File: src/rtl/imm_decode_pkg.sv
// Shared types and opcode constants for the immediate decode stage.
package imm_decode_pkg;

    typedef enum logic [2:0] {
        FMT_R = 3'd0,
        FMT_I = 3'd1,
        FMT_S = 3'd2,
        FMT_B = 3'd3,
        FMT_U = 3'd4,
        FMT_J = 3'd5
    } fmt_e;

    localparam logic [6:0] OP_OP       = 7'b0110011;
    localparam logic [6:0] OP_OP32     = 7'b0111011;
    localparam logic [6:0] OP_IMM      = 7'b0010011;
    localparam logic [6:0] OP_LOAD     = 7'b0000011;
    localparam logic [6:0] OP_JALR     = 7'b1100111;
    localparam logic [6:0] OP_SYSTEM   = 7'b1110011;
    localparam logic [6:0] OP_IMM32    = 7'b0011011;
    localparam logic [6:0] OP_MISC_MEM = 7'b0001111;
    localparam logic [6:0] OP_STORE    = 7'b0100011;
    localparam logic [6:0] OP_BRANCH   = 7'b1100011;
    localparam logic [6:0] OP_LUI      = 7'b0110111;
    localparam logic [6:0] OP_AUIPC    = 7'b0010111;
    localparam logic [6:0] OP_JAL      = 7'b1101111;

    typedef struct packed {
        fmt_e       fmt;
        logic       illegal;
        logic [4:0] rd;
        logic [4:0] rs1;
        logic [4:0] rs2;
    } dec_t;

    localparam dec_t DEC_RST = '{fmt: FMT_R, illegal: 1'b0, rd: 5'd0, rs1: 5'd0, rs2: 5'd0};

endpackage

File: src/rtl/imm_decode_stage_if.sv
// Input/output handshake bundle of the decode stage.
interface imm_decode_stage_if #(parameter int XLEN = 32);
    import imm_decode_pkg::*;

    logic            in_valid_i;
    logic            in_ready_o;
    logic [31:0]     in_instr_i;
    logic [XLEN-1:0] in_pc_i;
    logic            out_valid_o;
    logic            out_ready_i;
    logic [XLEN-1:0] out_pc_o;
    fmt_e            out_fmt_o;
    logic [XLEN-1:0] out_imm_o;
    logic [4:0]      out_rd_o;
    logic [4:0]      out_rs1_o;
    logic [4:0]      out_rs2_o;
    logic            out_illegal_o;

    // driver side: produces instructions, consumes decoded entries
    modport master (
        output in_valid_i, in_instr_i, in_pc_i, out_ready_i,
        input  in_ready_o, out_valid_o, out_pc_o, out_fmt_o, out_imm_o,
               out_rd_o, out_rs1_o, out_rs2_o, out_illegal_o
    );

    // decode stage side
    modport slave (
        input  in_valid_i, in_instr_i, in_pc_i, out_ready_i,
        output in_ready_o, out_valid_o, out_pc_o, out_fmt_o, out_imm_o,
               out_rd_o, out_rs1_o, out_rs2_o, out_illegal_o
    );

endinterface

File: src/rtl/imm_decode_stage_extract.sv
// Combinational format classification and XLEN-wide immediate extraction.
// The sign bit instr[31] is replicated down to bit 31 of the result, so every
// replication count stays positive for both legal XLEN values.
module imm_extract
    import imm_decode_pkg::*;
#(
    parameter int XLEN = 32
) (
    input  logic [31:0]     instr,
    output dec_t            dec,
    output logic [XLEN-1:0] imm
);

    logic sgn;
    assign sgn = instr[31];

    // classify opcode and build the sign-extended immediate for its format
    always_comb begin
        dec.fmt     = FMT_R;
        dec.illegal = 1'b0;
        dec.rd      = instr[11:7];
        dec.rs1     = instr[19:15];
        dec.rs2     = instr[24:20];
        imm         = '0;
        if (instr[1:0] != 2'b11) begin
            dec.illegal = 1'b1;
        end else begin
            case (instr[6:0])
                OP_OP, OP_OP32: dec.fmt = FMT_R;
                OP_IMM, OP_LOAD, OP_JALR, OP_SYSTEM, OP_IMM32, OP_MISC_MEM: begin
                    dec.fmt = FMT_I;
                    imm     = {{(XLEN-11){sgn}}, instr[30:20]};
                end
                OP_STORE: begin
                    dec.fmt = FMT_S;
                    imm     = {{(XLEN-11){sgn}}, instr[30:25], instr[11:7]};
                end
                OP_BRANCH: begin
                    dec.fmt = FMT_B;
                    imm     = {{(XLEN-12){sgn}}, instr[7], instr[30:25], instr[11:8], 1'b0};
                end
                OP_LUI, OP_AUIPC: begin
                    dec.fmt = FMT_U;
                    imm     = {{(XLEN-31){sgn}}, instr[30:12], 12'b0};
                end
                OP_JAL: begin
                    dec.fmt = FMT_J;
                    imm     = {{(XLEN-20){sgn}}, instr[19:12], instr[20], instr[30:21], 1'b0};
                end
                default: dec.illegal = 1'b1;
            endcase
        end
    end

endmodule

File: src/rtl/imm_decode_stage.sv
// Registered decode stage: main register M drives the outputs, skid register
// S absorbs one word so in_ready can come straight from a flop.
module imm_decode_stage
    import imm_decode_pkg::*;
#(
    parameter int XLEN = 32
) (
    input  logic              clk_i,
    input  logic              rst_ni,
    input  logic              flush_i,
    imm_decode_stage_if.slave bus
);

    dec_t            in_dec;
    logic [XLEN-1:0] in_imm;

    imm_extract #(.XLEN(XLEN)) u_extract (
        .instr (bus.in_instr_i),
        .dec   (in_dec),
        .imm   (in_imm)
    );

    logic            m_vld, s_vld, rdy_q;
    dec_t            m_dec, s_dec;
    logic [XLEN-1:0] m_imm, s_imm, m_pc, s_pc;
    logic            accept, m_free;

    // a flushed cycle never accepts; M is free when empty or being drained
    assign accept = bus.in_valid_i && rdy_q && !flush_i;
    assign m_free = !m_vld || bus.out_ready_i;

    // occupancy: rdy_q always tracks !s_vld of the next state
    always_ff @(posedge clk_i or negedge rst_ni) begin
        if (!rst_ni) begin
            m_vld <= 1'b0;
            s_vld <= 1'b0;
            rdy_q <= 1'b1;
        end else if (flush_i) begin
            m_vld <= 1'b0;
            s_vld <= 1'b0;
            rdy_q <= 1'b1;
        end else if (m_free) begin
            // S refills M first; S full implies no accept this cycle
            m_vld <= s_vld || accept;
            s_vld <= 1'b0;
            rdy_q <= 1'b1;
        end else if (accept) begin
            s_vld <= 1'b1;
            rdy_q <= 1'b0;
        end
    end

    // payload movement; idle entries simply hold their last contents
    always_ff @(posedge clk_i or negedge rst_ni) begin
        if (!rst_ni) begin
            m_dec <= DEC_RST;
            m_imm <= '0;
            m_pc  <= '0;
            s_dec <= DEC_RST;
            s_imm <= '0;
            s_pc  <= '0;
        end else if (m_free) begin
            if (s_vld) begin
                m_dec <= s_dec;
                m_imm <= s_imm;
                m_pc  <= s_pc;
            end else if (accept) begin
                m_dec <= in_dec;
                m_imm <= in_imm;
                m_pc  <= bus.in_pc_i;
            end
        end else if (accept) begin
            s_dec <= in_dec;
            s_imm <= in_imm;
            s_pc  <= bus.in_pc_i;
        end
    end

    assign bus.in_ready_o    = rdy_q;
    assign bus.out_valid_o   = m_vld;
    assign bus.out_pc_o      = m_pc;
    assign bus.out_fmt_o     = m_dec.fmt;
    assign bus.out_imm_o     = m_imm;
    assign bus.out_rd_o      = m_dec.rd;
    assign bus.out_rs1_o     = m_dec.rs1;
    assign bus.out_rs2_o     = m_dec.rs2;
    assign bus.out_illegal_o = m_dec.illegal;

endmodule

File: src/flat_wrapper.sv
// flat-port wrapper written by rule: the top's interface ports become plain ports
module imm_decode_stage_flat import imm_decode_pkg::*;
#(
    parameter int XLEN = 32
)
  (clk_i, rst_ni, flush_i, bus_in_valid_i, bus_in_instr_i, bus_in_pc_i, bus_out_ready_i, bus_in_ready_o, bus_out_valid_o, bus_out_pc_o, bus_out_fmt_o, bus_out_imm_o, bus_out_rd_o, bus_out_rs1_o, bus_out_rs2_o, bus_out_illegal_o);
  imm_decode_stage_if #(.XLEN(XLEN)) bus_i ();
  input  logic clk_i;
  input  logic rst_ni;
  input  logic flush_i;
  input wire logic [$bits(bus_i.in_valid_i)-1:0] bus_in_valid_i;
  input wire logic [$bits(bus_i.in_instr_i)-1:0] bus_in_instr_i;
  input wire logic [$bits(bus_i.in_pc_i)-1:0] bus_in_pc_i;
  input wire logic [$bits(bus_i.out_ready_i)-1:0] bus_out_ready_i;
  output wire logic [$bits(bus_i.in_ready_o)-1:0] bus_in_ready_o;
  output wire logic [$bits(bus_i.out_valid_o)-1:0] bus_out_valid_o;
  output wire logic [$bits(bus_i.out_pc_o)-1:0] bus_out_pc_o;
  output wire logic [$bits(bus_i.out_fmt_o)-1:0] bus_out_fmt_o;
  output wire logic [$bits(bus_i.out_imm_o)-1:0] bus_out_imm_o;
  output wire logic [$bits(bus_i.out_rd_o)-1:0] bus_out_rd_o;
  output wire logic [$bits(bus_i.out_rs1_o)-1:0] bus_out_rs1_o;
  output wire logic [$bits(bus_i.out_rs2_o)-1:0] bus_out_rs2_o;
  output wire logic [$bits(bus_i.out_illegal_o)-1:0] bus_out_illegal_o;
  assign bus_i.in_valid_i = bus_in_valid_i;
  assign bus_i.in_instr_i = bus_in_instr_i;
  assign bus_i.in_pc_i = bus_in_pc_i;
  assign bus_i.out_ready_i = bus_out_ready_i;
  assign bus_in_ready_o = bus_i.in_ready_o;
  assign bus_out_valid_o = bus_i.out_valid_o;
  assign bus_out_pc_o = bus_i.out_pc_o;
  assign bus_out_fmt_o = bus_i.out_fmt_o;
  assign bus_out_imm_o = bus_i.out_imm_o;
  assign bus_out_rd_o = bus_i.out_rd_o;
  assign bus_out_rs1_o = bus_i.out_rs1_o;
  assign bus_out_rs2_o = bus_i.out_rs2_o;
  assign bus_out_illegal_o = bus_i.out_illegal_o;
  imm_decode_stage #(.XLEN(XLEN)) u_core (.clk_i(clk_i), .rst_ni(rst_ni), .flush_i(flush_i), .bus(bus_i));
endmodule
File: config.mk
export PLATFORM = sky130hd
export DESIGN_NAME = imm_decode_stage_flat
export DESIGN_NICKNAME = d
export VERILOG_FILES = /design/src/rtl/imm_decode_pkg.sv /design/src/rtl/imm_decode_stage_if.sv /design/src/rtl/imm_decode_stage_extract.sv /design/src/rtl/imm_decode_stage.sv /design/src/flat_wrapper.sv
export SDC_FILE = /design/constraint.sdc
export NUM_CORES = 1
export LEC_CHECK = 0
export CORE_MARGIN = 3
export CORE_UTILIZATION = 46
export CTS_CLUSTER_DIAMETER = 50
export DETAILED_ROUTE_END_ITERATION = 8
export DONT_BUFFER_PORTS = 1
export GPL_TIMING_DRIVEN = 0
export PLACE_DENSITY = 0.63
export SLEW_MARGIN = 15
export SYNTH_ARGS = -nofsm -noshare
export SYNTH_HDL_FRONTEND = slang
export SYNTH_SLANG_ARGS = --single-unit
File: constraint.sdc
create_clock -name clk_i -period 2.35 [get_ports clk_i]
set_input_delay 0.3525 -clock clk_i [delete_from_list [all_inputs] [get_ports clk_i]]
set_output_delay 0.3525 -clock clk_i [all_outputs]
set_load 0.05 [all_outputs]
==> run metrics <==
aggregate negative setup slack=0 ps; most common cell after layout, fill and taps aside=sky130_fd_sc_hd__nand2_1; Max Fclk=around 0.45 GHz; initial antenna violation count=0; effective utilization at floorplan=between 40% and 50%; Die ar.=about 18000 sq um; synthesis-to-finish area growth=11.4%; latest clock arrival within the worst-skew pair=430 ps; vias per inst=5.57; final clock period utilization by the worst path=95.2%; clock root buffer master=sky130_fd_sc_hd__clkbuf_16; headroom to the max-slew limit=53.8%; DPL Wire Length=between 10 and 15 mm; total clock sinks=between 150 and 200; core outline area=roughly 16000 sq um; number of flops mapped to enable cells by yosys=0; setup repair after global routing missed its margin=no; slack of the worst reg-to-reg path=roughly 110 ps; final net count=~890; final clock skew=between 7 and 8 ps; number of storage elements in the synthesis netlist=around 170; transition time at the pin with the least slew margin=~700 ps; CP Capture Type=flip-flop; Post-Place Cells=1017; met3 wire length=1.82 mm; Final Setup Violations=0; row cnt=between 40 and 50; wire length of the first global-routing pass=approximately 32 mm; number of vias after detailed routing=approximately 5900; detail-routed net length per standard cell=between 15 and 20 um; number of global-route vias before repair=about 5900; failing checks=hold timing; leakage power summed over all cells=between 3 and 4 nW; gate count after technology mapping=between 800 and 900; worst hold slack after final layout=-385 ps; Post-CTS Setup Repair Bufs=0; clk slew on worst S/H paths=60 ps; TritonCTS Buffers=17; Initial DRT Pass Iterations=5; die width=roughly 130 um; worst vdd rail ir drop=542 uV; Hold WC Path Type=in -> async; number of violations reported at the end of detailed-routing iteration 0=slightly above 400; Top Metal Used=met4; post-route minimum period=between 2000 and 2500 ps; overall global routing resource usage=a little under a quarter; number of inserted diodes=0; routed wire length=20.1 mm; portion of the post-synthesis area used by sequential elements=between 50% and 60%; total global routing overflow=0; fraction of synthesis flops using an asynchronous set or reset pin=between 90% and 100%; syn nets=between 800 and 900; highest fanout seen on the critical path=10; max-slew violation count=0; final-report hold violation count=~170; data arrival at the endpoint of the critical path=2540 ps; Max-Cap Viols=0; critical path launch point type=flip-flop; combined area of all synthesized cells=7520 sq um; number of warnings issued by yosys=0; dominant register cell in the synthesized netlist=sky130_fd_sc_hd__dfrtp_1; Req. time, crit path=roughly 2700 ps; mean area per synthesized cell=roughly 9.4 sq um; maximum buffer depth of the clock tree=2; Die Height=around 130 um; Routed met1 length=between 8 and 9 mm; H-tree level count=4; wire length on met2=roughly 9.7 mm; number of buffers inserted for hold repair after clock tree synthesis=2; power density of the placed cells=about 1000 nW/um^2; classification of the worst setup path=reg -> reg; I/O pin count=154; Cell variety after synth=50; number of port buffers=0; share of layout cells above drive strength 1=between 8 and 9%; outcome=finished with violations; RePlAce Congestion=about 0.84; clock tree from TritonCTS=built; DRC Markers=0; commonest non-fill, non-tap cells in the layout=sky130_fd_sc_hd__nand2_1 (240), sky130_fd_sc_hd__dfrtp_1 (167), sky130_fd_sc_hd__o21ai_0 (83), sky130_fd_sc_hd__mux2i_1 (48), sky130_fd_sc_hd__nor2_1 (31); residual antenna-violating net count after detailed routing=0; pin count of the biggest net entering global routing=170; post-layout instance count excluding filler cells=between 1000 and 1500
## state kept, by name, summed over array words and instances (netlist names), 3 cells and up
| register | cells |
|---|---|
| u_core.bus.out_imm_o | 32 |
| u_core.s_dec | 19 |
| u_core.bus.out_rs1_o | 5 |
| u_core.s_pc | 32 |
| u_core.bus.out_pc_o | 32 |
| u_core.s_imm | 32 |
| u_core.bus.out_fmt_o | 3 |
| u_core.bus.out_rd_o | 5 |
| u_core.bus.out_rs2_o | 5 |
## synthesized netlist by cell type, types with 7 or more instances
library cell               instances  area [sq um]
sky130_fd_sc_hd__a21oi_1          30           150
sky130_fd_sc_hd__a221oi_1          7          61.3
sky130_fd_sc_hd__a22oi_1          27           203
sky130_fd_sc_hd__and3_1            7          43.8
sky130_fd_sc_hd__buf_2            20           100
sky130_fd_sc_hd__clkbuf_1         24          90.1
sky130_fd_sc_hd__dfrtp_1         168          4200
sky130_fd_sc_hd__inv_1            23          86.3
sky130_fd_sc_hd__mux2i_1          48           480
sky130_fd_sc_hd__nand2_1         240           901
sky130_fd_sc_hd__nand3_1          26           130
sky130_fd_sc_hd__nor2_1           33           124
sky130_fd_sc_hd__o21ai_0          83           415
## kinds of logic (layout without fill, tap and decap cells)
| kind of cell | after synthesis | after routing | share of synthesized area, % |
|---|---|---|---|
| compound gates | 179 | 179 | 14.8 |
| xor+xnor | 1 | 1 | 0.117 |
| buf+inv | 78 | 112 | 4.48 |
| flops | 169 | 169 | 56.3 |
| mux | 48 | 48 | 6.39 |
| simple gates | 326 | 326 | 18.0 |
## critical path, stage by stage (launching register included)
cell and delay, ps:
sky130_fd_sc_hd__dfstp_2 740, sky130_fd_sc_hd__and3b_1 240, sky130_fd_sc_hd__o21ai_1 150, sky130_fd_sc_hd__buf_2 250
sky130_fd_sc_hd__clkbuf_2 250, sky130_fd_sc_hd__a221oi_1 380, sky130_fd_sc_hd__nor2_1 100
## final cells by class
type	count	area [sq um]
plain buffers	54	253
clock buffers	21	460
clock inverters	11	96.3
fillers	1481	7560
inverters	24	90.1
multi-input cells	554	2960
flip-flops and latches	169	4230
well taps	216	270
repair buffers	2	20.0
## worst paths after layout
path / from / endpoint / cells after the start
max in group asynchronous: rst_ni / u_core.bus.in_ready_o / 0
min reg2reg: u_core.s_dec[15] / u_core.s_dec[15] / 2
min in group clk_i: bus_in_pc_i[23] / u_core.s_pc[23] / 2
max reg2reg: u_core.bus.in_ready_o / u_core.bus.out_imm_o[31] / 6
max: u_core.bus.in_ready_o / u_core.bus.out_imm_o[31] / 6
min: rst_ni / u_core.s_pc[22] / 0
## routing by layer
layer	up-vias	track usage, %
li1	2743	-
met1	2873	29.5
met2	219	37.1
met3	21	8.21
met4	0	5.54
met5	-	0
## metrics by stage
step | instance area (sq um) | power [mW] | util [%] | hold slack [ps] | setup slack, ps
final | 8380 | 8.21 | 52.6 | -385 | 112
after global routing | 8380 | 8.60 | 52.6 | -406 | 7.95
after floorplan | 7520 | 5.32 | - | 56.9 | 530
after global placement | 7790 | 5.54 | 48.9 | 60.6 | 13.5
after CTS | 8370 | 8.27 | 52.5 | -397 | 24.1
after detailed placement | 7790 | 5.61 | 48.9 | 60.7 | 1.14
## power by group
group | internal [mW] | total [mW] | switching, mW
sequential | 3.45 | 4.73 | 1.28
combinational | 0.344 | 0.826 | 0.482
clock | 1.51 | 2.65 | 1.14
total | 5.31 | 8.21 | 2.90
## repair_timing
action,4_1_cts,5_1_grt
resized for setup,1,8
setup endpoints to repair,3,50
hold endpoints to repair,172,169
No activity file was read; power rests on OpenSTA's default activity.
